===== config.mk =====
export PLATFORM = sky130hd
export DESIGN_NAME = multicycle_ctrl_fsm
export DESIGN_NICKNAME = d
export VERILOG_FILES = /design/src/rtl/cpu_ctrl_pkg.sv /design/src/rtl/ctrl_out_decode.sv /design/src/rtl/multicycle_ctrl_fsm.sv
export SDC_FILE = /design/constraint.sdc
export NUM_CORES = 1
export LEC_CHECK = 0
export CORE_AREA = 2 2 47 49
export DETAILED_ROUTE_END_ITERATION = 6
export DIE_AREA = 0 0 49 51
export PLACE_DENSITY = 0.85
export SKIP_LAST_GASP = 1
export SYNTH_ARGS = -nofsm -noshare
export SYNTH_HDL_FRONTEND = slang
export SYNTH_SLANG_ARGS = --single-unit
export TNS_END_PERCENT = 1

===== constraint.sdc =====
create_clock -name clk -period 2 [get_ports clk]
set_input_delay 0.4 -clock clk [delete_from_list [all_inputs] [get_ports clk]]
set_output_delay 0.4 -clock clk [all_outputs]
set_load 0.01 [all_outputs]

===== src/rtl/cpu_ctrl_pkg.sv =====
// Shared encodings for the multicycle ARM control path: FSM states, op codes,
// datapath select codes and the bundled control-output payload.
package cpu_ctrl_pkg;

   localparam int unsigned STATE_W = 4;
   localparam int unsigned WAIT_W  = 8;

   localparam logic [STATE_W-1:0] ENC_FETCH  = 4'd0;
   localparam logic [STATE_W-1:0] ENC_DECODE = 4'd1;
   localparam logic [STATE_W-1:0] ENC_MEMADR = 4'd2;
   localparam logic [STATE_W-1:0] ENC_MEMRD  = 4'd3;
   localparam logic [STATE_W-1:0] ENC_MEMWB  = 4'd4;
   localparam logic [STATE_W-1:0] ENC_MEMWR  = 4'd5;
   localparam logic [STATE_W-1:0] ENC_EXECR  = 4'd6;
   localparam logic [STATE_W-1:0] ENC_EXECI  = 4'd7;
   localparam logic [STATE_W-1:0] ENC_ALUWB  = 4'd8;
   localparam logic [STATE_W-1:0] ENC_BRANCH = 4'd9;
   localparam logic [STATE_W-1:0] ENC_FAULT  = 4'd10;

   typedef enum logic [STATE_W-1:0] {
      ST_FETCH  = ENC_FETCH,
      ST_DECODE = ENC_DECODE,
      ST_MEMADR = ENC_MEMADR,
      ST_MEMRD  = ENC_MEMRD,
      ST_MEMWB  = ENC_MEMWB,
      ST_MEMWR  = ENC_MEMWR,
      ST_EXECR  = ENC_EXECR,
      ST_EXECI  = ENC_EXECI,
      ST_ALUWB  = ENC_ALUWB,
      ST_BRANCH = ENC_BRANCH,
      ST_FAULT  = ENC_FAULT
   } state_t;

   localparam logic [1:0] OP_DP  = 2'b00;
   localparam logic [1:0] OP_MEM = 2'b01;
   localparam logic [1:0] OP_BR  = 2'b10;

   localparam logic [1:0] SRCA_RN     = 2'b00;
   localparam logic [1:0] SRCA_PC     = 2'b01;
   localparam logic [1:0] SRCA_ALUOUT = 2'b10;

   localparam logic [1:0] SRCB_RD2  = 2'b00;
   localparam logic [1:0] SRCB_IMM  = 2'b01;
   localparam logic [1:0] SRCB_FOUR = 2'b10;

   localparam logic [1:0] RES_ALUOUT = 2'b00;
   localparam logic [1:0] RES_DATA   = 2'b01;
   localparam logic [1:0] RES_ALU    = 2'b10;

   localparam logic [3:0] REG_PC = 4'd15;

   typedef struct packed {
      logic       ir_write;
      logic       adr_src;
      logic [1:0] alu_src_a;
      logic [1:0] alu_src_b;
      logic [1:0] result_src;
      logic       alu_op;
      logic       reg_write;
      logic       mem_write;
      logic       pc_write;
   } ctrl_out_t;

endpackage


===== src/rtl/ctrl_out_decode.sv =====
// Combinational map from FSM state plus the rd/cond_ex/mem_ready qualifiers
// to every datapath enable and mux select.
module ctrl_out_decode
   import cpu_ctrl_pkg::*;
(
   input  state_t     i_state,
   input  logic [3:0] i_rd,
   input  logic       i_cond_ex,
   input  logic       i_mem_ready,
   output ctrl_out_t  o_ctrl
);

   logic w_rd_pc;
   assign w_rd_pc = (i_rd == REG_PC);

   always_comb begin
      o_ctrl = '0;
      case (i_state)
         ST_FETCH: begin
            o_ctrl.alu_src_a  = SRCA_PC;
            o_ctrl.alu_src_b  = SRCB_FOUR;
            o_ctrl.result_src = RES_ALU;
            o_ctrl.ir_write   = i_mem_ready;
            o_ctrl.pc_write   = i_mem_ready;
         end
         // PC+8 is precomputed here so R15 reads see the architectural value
         ST_DECODE: begin
            o_ctrl.alu_src_a  = SRCA_PC;
            o_ctrl.alu_src_b  = SRCB_FOUR;
            o_ctrl.result_src = RES_ALU;
         end
         ST_EXECR: begin
            o_ctrl.alu_src_a = SRCA_RN;
            o_ctrl.alu_src_b = SRCB_RD2;
            o_ctrl.alu_op    = 1'b1;
         end
         ST_EXECI: begin
            o_ctrl.alu_src_a = SRCA_RN;
            o_ctrl.alu_src_b = SRCB_IMM;
            o_ctrl.alu_op    = 1'b1;
         end
         ST_ALUWB: begin
            o_ctrl.result_src = RES_ALUOUT;
            o_ctrl.reg_write  = i_cond_ex & ~w_rd_pc;
            o_ctrl.pc_write   = i_cond_ex & w_rd_pc;
         end
         ST_MEMADR: begin
            o_ctrl.alu_src_a = SRCA_RN;
            o_ctrl.alu_src_b = SRCB_IMM;
         end
         ST_MEMRD: begin
            o_ctrl.adr_src = 1'b1;
         end
         ST_MEMWR: begin
            o_ctrl.adr_src   = 1'b1;
            o_ctrl.mem_write = i_cond_ex;
         end
         ST_MEMWB: begin
            o_ctrl.result_src = RES_DATA;
            o_ctrl.reg_write  = i_cond_ex & ~w_rd_pc;
            o_ctrl.pc_write   = i_cond_ex & w_rd_pc;
         end
         ST_BRANCH: begin
            o_ctrl.alu_src_a  = SRCA_ALUOUT;
            o_ctrl.alu_src_b  = SRCB_IMM;
            o_ctrl.result_src = RES_ALU;
            o_ctrl.pc_write   = i_cond_ex;
         end
         default: ;
      endcase
   end

endmodule


===== src/rtl/multicycle_ctrl_fsm.sv =====
// Main sequencer for the multicycle ARM datapath: state register, next-state
// logic, bounded memory-wait counter and sticky fault flag.
module multicycle_ctrl_fsm
   import cpu_ctrl_pkg::*;
#(
   parameter int unsigned WAIT_MAX = 15
) (
   input  logic       clk,
   input  logic       reset,
   input  logic [1:0] op,
   input  logic [5:0] funct,
   input  logic [3:0] rd,
   input  logic       cond_ex,
   input  logic       mem_ready,
   output logic       ir_write,
   output logic       adr_src,
   output logic [1:0] alu_src_a,
   output logic [1:0] alu_src_b,
   output logic [1:0] result_src,
   output logic       alu_op,
   output logic       reg_write,
   output logic       mem_write,
   output logic       pc_write,
   output logic       fault
);

   state_t              r_state;
   state_t              w_state_nxt;
   logic [WAIT_W-1:0]   r_wait_cnt;
   logic [WAIT_W-1:0]   w_wait_nxt;
   logic                r_fault;
   logic                w_fault_set;
   logic                w_waiting;
   logic                w_wait_hit;
   ctrl_out_t           w_dec;
   ctrl_out_t           w_out;
   logic                w_unused_funct;

   assign w_unused_funct = ^funct[4:1];
   assign w_wait_hit     = (r_wait_cnt == WAIT_W'(WAIT_MAX));

   always_ff @(posedge clk) begin
      if (reset) begin
         r_state    <= ST_FETCH;
         r_wait_cnt <= '0;
         r_fault    <= 1'b0;
      end else begin
         r_state    <= w_state_nxt;
         r_wait_cnt <= w_wait_nxt;
         if (w_fault_set) r_fault <= 1'b1;
      end
   end

   // Counter only advances while stalled in a memory state; every other path clears it
   always_comb begin
      w_state_nxt = r_state;
      w_fault_set = 1'b0;
      w_waiting   = 1'b0;
      case (r_state)
         ST_FETCH: begin
            if (mem_ready)       w_state_nxt = ST_DECODE;
            else if (w_wait_hit) begin
               w_state_nxt = ST_FAULT;
               w_fault_set = 1'b1;
            end else             w_waiting = 1'b1;
         end
         ST_DECODE: begin
            case (op)
               OP_DP:   w_state_nxt = funct[5] ? ST_EXECI : ST_EXECR;
               OP_MEM:  w_state_nxt = ST_MEMADR;
               OP_BR:   w_state_nxt = ST_BRANCH;
               default: w_state_nxt = ST_FETCH;
            endcase
         end
         ST_EXECR, ST_EXECI: w_state_nxt = ST_ALUWB;
         ST_MEMADR: w_state_nxt = funct[0] ? ST_MEMRD : ST_MEMWR;
         ST_MEMRD: begin
            if (mem_ready)       w_state_nxt = ST_MEMWB;
            else if (w_wait_hit) begin
               w_state_nxt = ST_FAULT;
               w_fault_set = 1'b1;
            end else             w_waiting = 1'b1;
         end
         ST_MEMWR: begin
            if (!cond_ex || mem_ready) w_state_nxt = ST_FETCH;
            else if (w_wait_hit) begin
               w_state_nxt = ST_FAULT;
               w_fault_set = 1'b1;
            end else                   w_waiting = 1'b1;
         end
         ST_ALUWB, ST_MEMWB, ST_BRANCH: w_state_nxt = ST_FETCH;
         ST_FAULT: w_state_nxt = ST_FAULT;
         default:  w_state_nxt = ST_FETCH;
      endcase
      w_wait_nxt = w_waiting ? (r_wait_cnt + WAIT_W'(1)) : '0;
   end

   ctrl_out_decode u_out_dec (
      .i_state     (r_state),
      .i_rd        (rd),
      .i_cond_ex   (cond_ex),
      .i_mem_ready (mem_ready),
      .o_ctrl      (w_dec)
   );

   assign w_out = reset ? '0 : w_dec;

   assign ir_write   = w_out.ir_write;
   assign adr_src    = w_out.adr_src;
   assign alu_src_a  = w_out.alu_src_a;
   assign alu_src_b  = w_out.alu_src_b;
   assign result_src = w_out.result_src;
   assign alu_op     = w_out.alu_op;
   assign reg_write  = w_out.reg_write;
   assign mem_write  = w_out.mem_write;
   assign pc_write   = w_out.pc_write;
   assign fault      = r_fault & ~reset;

endmodule


==> metrics.cfg, run 1 <==
[logic_synthesis]
syn_inst = 113
synth_edf_count = 0
synth_area_um2 = 905.9
syn_nets = 130
ys_warn_count = 0
synth.distinct_cells = 40
synthArstFlopShare_pct = 0
ys.flop_type = dfxtp_1
ys_seq_area_share_pct = 28.73
ys_ff_latch = 13
avgSynthCellArea_um2 = 8.017

[grt]
overflow = 0
grt_start_max_net_pins = 12
grtUsageTotal_pct = 20.69
grt_pass1_wl_um = 4077
grt_antenna_before_repair = 0
first_global_vias = 968

[clock_tree]
cts_buffer_depth = 2
ctsHoldBuffers = 0
cts_sinks = 13
cts_buffers = 3
tritoncts = built
clkSlewWorstSetupHoldPaths_ns = 0.08
h-tree-depth = 1
cts_root_buf = clkbuf_4
clkLatencyLatePin_ns = 0.27

[run_status]
violations = setup timing
status = finished, violations left

[timing]
hold_viol = 0
maxSlewViolCount = 0
skew_ns = 0.004871
maxSlewHeadroom_pct = 70.91
clock.fmax_mhz = 458.4
tightest_slew_ns = 0.4324
rsz0062_at_grt = true
setup_violations = 9
post-route-period-util_pct = 109.1
setup_tns_ns = -0.9793
setup_slack_ns = -0.1814
post-route-min-period_ns = 2.181

[worst_setup_path]
crit_type = register to output port
required_ns = 1.60
max_stage_delay_ns = 0.53
crit_top_cell = buf_4
critPathArrivalTime_ns = 1.78
cp_slowest_cell = clkdlybuf4s50_1
path_cells = buf_4 > nor4_2 > buf_4 > clkdlybuf4s50_1
end_kind = output port
startpoint_type = register
worstPathMaxFanout = 6

[finish]
fin_nets = 170
layout-drive-gt1-share_pct = 23.68
n_antenna_cell = 0
synthToLayoutAreaGrowth_pct = 48.76
layout_common_cells = buf_4, nor2_1, clkdlybuf4s50_1, dfxtp_1
fillers = 177
mostFrequentLayoutCell = buf_4

[pwr]
p_leak_uw = 0.0005990
power_density_nw_per_um2 = 524.8
p_total_uw = 707.2
peakVddDrop_mv = 0.3554

[floorplan]
coreArea_um2 = 2063
dieArea_um2 = 2499
die_y_um = 51
initial_core_util_pct = 43.91
die_w_um = 49
num_rows = 17
ioPinCount = 29

[placement]
post-dp-hpwl_um = 1810
place.gp.congestion = 0.8481
portBuffers = 24
place_ws_ns = -0.6629

[detailed_routing]
via_per_inst = 5.328
first_pass_iters = 4
ant_nets = 0
drtIter0Drc = 15
post_drt_wl_per_cell_um = 13.82
drc = 0
vias = 959
routed_wl_um = 2487

[flow_run]
maxCapViolations = 0

[hold_path]
hold_class = register to register

==> cells by family (layout without fill, tap and decap cells) <==
kind of cell | count (synthesis) | in the layout | synth area share [%]
AO/OA/AOI/OAI | 24 | 24 | 19.61
XOR/XNOR | 7 | 7 | 6.768
adder cells (fa/ha/maj) | 1 | 1 | 1.381
buffers and inverters | 11 | 50 | 6.491
flip-flops | 13 | 13 | 28.73
multiplexers | 1 | 1 | 1.105
AND/OR/NAND/NOR | 56 | 56 | 35.91
==> worst max-delay path: cells and delay by family (launching register included) <==
| kind | cells | cell delay [ns] |
|---|---|---|
| buf+inv | 3 | 0.86 |
| flops | 1 | 0.37 |
| simple gates | 1 | 0.28 |
==> worst paths after layout <==
kind,startpoint,end,slack (ns),depth (start not counted)
worst max register to register,r_state[1],r_wait_cnt[3],0.41,5
worst max-delay path,r_state[3],alu_src_b[1],-0.18,4
worst min register to register,r_wait_cnt[0],r_wait_cnt[0],0.45,1
worst min-delay path,r_wait_cnt[0],r_wait_cnt[0],0.45,1
==> area by class of cell <==
type	instances	area (um2)	share of cell area (%)
timing repair buffer	43	391.6	29.06
clock buffer	4	26.28	1.950
inverter	3	11.26	0.8357
tap	28	35.03	2.600
sequential	13	264.0	19.59
multi-input combinational	89	619.3	45.96
==> repair_timing <==
action                                 CTS  global route
endpoints found under the hold margin    0             0
setup endpoints to repair               13            13
resized for setup                       14            11
buffers inserted                         0             1
pin swaps                                0             4
==> synthesized netlist by cell type, drive strengths merged (2+ instances only) <==
cell    count  share of area, %
dfxtp      13                29
nand3       3               1.7
and3        4               2.8
nor2       15               6.2
buf         5               4.0
nor2b       4               2.8
nor4        8               5.5
o21ai       6               3.3
a21o        2               1.7
xnor2       4               3.9
clkbuf      3               1.2
a21oi       5               2.8
inv         3               1.2
or2         2               1.4
and2        2               1.4
a31oi       2               1.4
nand2       3               1.2
nor3        2               1.1
xor2        3               2.9
nand2b      7               4.8
nand3b      2               3.5
==> metrics by stage <==
stage | util [%] | instances | instance area (um2) | hold WS [ns]
detailed placement | 61.49 | 175 | 1269 | 0.4347
finish | 65.31 | 180 | 1348 | 0.4469
CTS | 63.43 | 179 | 1309 | 0.4499
floorplan | - | 113 | 905.9 | 0.4130
global route | 65.31 | 180 | 1348 | 0.4680
global placement | 61.49 | 175 | 1269 | 0.4239
==> report_power, final <==
part,switching [uW],total [uW],internal [uW]
clock network,80.2,157,77.2
registers,22.5,294,272
logic,119,256,136
total,222,707,485
==> flip-flops by register name, indices dropped and copies added, names as in the netlist <==
signal and count:
r_wait_cnt 8, r_state 4, r_fault 1
==> routing by layer <==
| metal | GRT usage, % | vias up | routed length, um |
|---|---|---|---|
| li1 | - | 485 | - |
| met3 | 3.801 | 2 | 63 |
| met5 | 0 | - | 0 |
| met4 | 8.095 | 0 | 8 |
| met2 | 40.87 | 19 | 1400 |
| met1 | 21.52 | 453 | 1015 |
Note: power is estimated with default switching activity, not from simulation.
==> run 2: changes to the inputs <==
- CORE_AREA: 2 2 47 49 -> 3 3 49 51
- CTS_CLUSTER_DIAMETER: not set -> 200
- DIE_AREA: 0 0 49 51 -> 0 0 52 54
- PLACE_DENSITY: 0.85 -> 0.82
- clock period: 2 -> 2.4 ns (I/O delays scaled with it)
==> run 2 against run 1 <==
- the run still ends with setup timing left
- sequential cell count did not move
- register-to-register slack improved by 0.31 ns
- via count fell by 3.5%
- first-iteration DRC count did not move
- core utilization fell by 2.0 points
- final area fell by 6.9%
- power fell by 20%
- die area rose by 12%
- critical path depth rose by 1
- global-route usage fell by 3.6 points
- clock skew fell by 0.0031 ns
- critical path type is now primary input to output port
- highest routed layer unchanged
==> metrics.cfg, run 2 (synthesis gave the netlist of run 1 again) <==
[floorplan]
initial_core_util_pct = 45.71
die_y_um = 54
dieArea_um2 = 2808
num_rows = 16
ioPinCount = 29
die_w_um = 52
coreArea_um2 = 1982

[grt]
first_global_vias = 828
grtUsageTotal_pct = 17.13
overflow = 0
grt_pass1_wl_um = 3615
grt_start_max_net_pins = 16
grt_antenna_before_repair = 0

[run_status]
status = finished, violations left
violations = setup timing

[placement]
placed_cells = 168
post-dp-hpwl_um = 1727
portBuffers = 24
place.gp.congestion = 0.8582
placed_area_um2 = 1222
place_ws_ns = -0.3742

[flow_run]
maxCapViolations = 0

[worst_setup_path]
end_kind = output port
critPathArrivalTime_ns = 2.01
startpoint_type = primary input
crit_start = reset
rrSetupSlack_ns = 0.72
required_ns = 1.92
cp-endpoint = result_src[1]
crit_type = primary input to output port
r2r_start = r_state[1]
worstPathMaxFanout = 6
rr_worst_depth = 5
r2r-end = r_wait_cnt[4]

[detailed_routing]
post_drt_wl_per_cell_um = 12.70
first_pass_iters = 4
routed_wl_um = 2185
drc = 0
drtIter0Drc = 15
via_per_inst = 5.378
ant_nets = 0
vias = 925

[finish]
largest_reg_flops = 8
fillers = 173
reg_top3 = r_wait_cnt (8), r_state (4), r_fault (1)
layout_common_cells = clkdlybuf4s50_1, nor2_1, buf_4, dfxtp_1, nor4_1
mostFrequentLayoutCell = clkdlybuf4s50_1
layout-drive-gt1-share_pct = 14.48
n_antenna_cell = 0
synthToLayoutAreaGrowth_pct = 38.54
fin_nets = 163
final_cell_area_um2 = 1255
max_flop_register = r_wait_cnt
fin_cells = 172

[timing]
tightest_slew_ns = 0.4973
post-route-min-period_ns = 2.493
post-route-period-util_pct = 103.9
setup_tns_ns = -0.3188
hold_viol = 0
maxSlewViolCount = 0
maxSlewHeadroom_pct = 66.54
setup_violations = 6
setup_slack_ns = -0.09253
skew_ns = 0.001786
clock.fmax_mhz = 401.2
rsz0062_at_grt = true

[hold_path]
hold_depth = 1
hold_class = register to register

[pwr]
swShare_pct = 30.42
p_switching_uw = 171.3
combinationalPowerShare_pct = 32.6
peakVddDrop_mv = 0.3549
p_int_uw = 391.8
p_clk_share_pct = 23.2
p_seq_share_pct = 44.2
power_density_nw_per_um2 = 448.7
p_leak_uw = 0.0005046

[clock_tree]
cts_root_buf = clkbuf_4
clkLatencyLatePin_ns = 0.27
cts_buffer_depth = 2
cts_sinks = 13
clkSlewWorstSetupHoldPaths_ns = 0.07
ctsHoldBuffers = 0
cts_buffers = 3
h-tree-depth = 1
tritoncts = built

## run 2: changes by cell type in the layout (fill, tap and decap cells not counted), moves of 2 or more
cell / before / now
buf_4: 18 / 12
clkdlybuf4s50_1: 13 / 21
nor4_1: 5 / 8
dlymetal6s2s_1: 6 / 1
dlygate4sd2_1: 4 / 2
dfxtp_2: 3 / 1
dfxtp_1: 10 / 12
nor4_2: 3 / 0
## run 2: area by class of cell
class,count,area (um2),share of cell area (%)
clock buffer,4,26.28,2.094
inverter,3,11.26,0.8973
multi-input combinational,89,591.8,47.16
sequential,13,261.5,20.84
tap,27,33.78,2.692
timing repair buffer,36,330.3,26.32
## run 2: repair_timing
item / 4_1_cts / 5_1_grt
setup endpoints to repair: 9 / 12
setup buffers: 0 / 0
gates resized for setup: 2 / 3
## run 2: critical path, stage by stage
cell and delay [ns]:
clkdlybuf4s50_1 0.53, nor4_1 0.21, buf_4 0.16, or2_1 0.09, clkdlybuf4s50_1 0.53
## run 2: stage by stage
stage | hold WS (ns) | power [uW] | util [%]
6_report | 0.4419 | 563.1 | 63.32
4_1_cts | 0.4455 | 569.8 | 62.88
3_5_place_dp | 0.4349 | 436.6 | 61.68
5_1_grt | 0.4766 | 600.4 | 63.32
2_1_floorplan | 0.4130 | 359.9 | -
3_3_place_gp | 0.4201 | 431.9 | 61.68
## run 2: power by group through the flow
stage | Clock [uW] | Sequential (uW) | Combinational, uW
after global routing | 147 | 251 | 202
after global placement | 0 | 252 | 180
final | 130 | 249 | 184
after CTS | 138 | 247 | 184
after floorplan | 0 | 238 | 122
after detailed placement | 0 | 252 | 184
## run 2: worst min path at each step
stage / from / end / slack (ns)
6_report: r_wait_cnt[0] / r_wait_cnt[0] / 0.44
2_1_floorplan: r_wait_cnt[0] / r_wait_cnt[0] / 0.41
4_1_cts: r_wait_cnt[0] / r_wait_cnt[0] / 0.45
3_5_place_dp: r_wait_cnt[0] / r_wait_cnt[0] / 0.43
5_1_grt: r_wait_cnt[0] / r_wait_cnt[0] / 0.48
3_3_place_gp: r_wait_cnt[0] / r_wait_cnt[0] / 0.42
## run 2: routing by layer
metal,global-route usage (%),vias up,part of all wire [%]
met5,0,-,0
met4,9.170,0,1.6
met3,2.493,3,5.4
met1,20.33,425,43
li1,-,469,-
met2,29.71,28,50
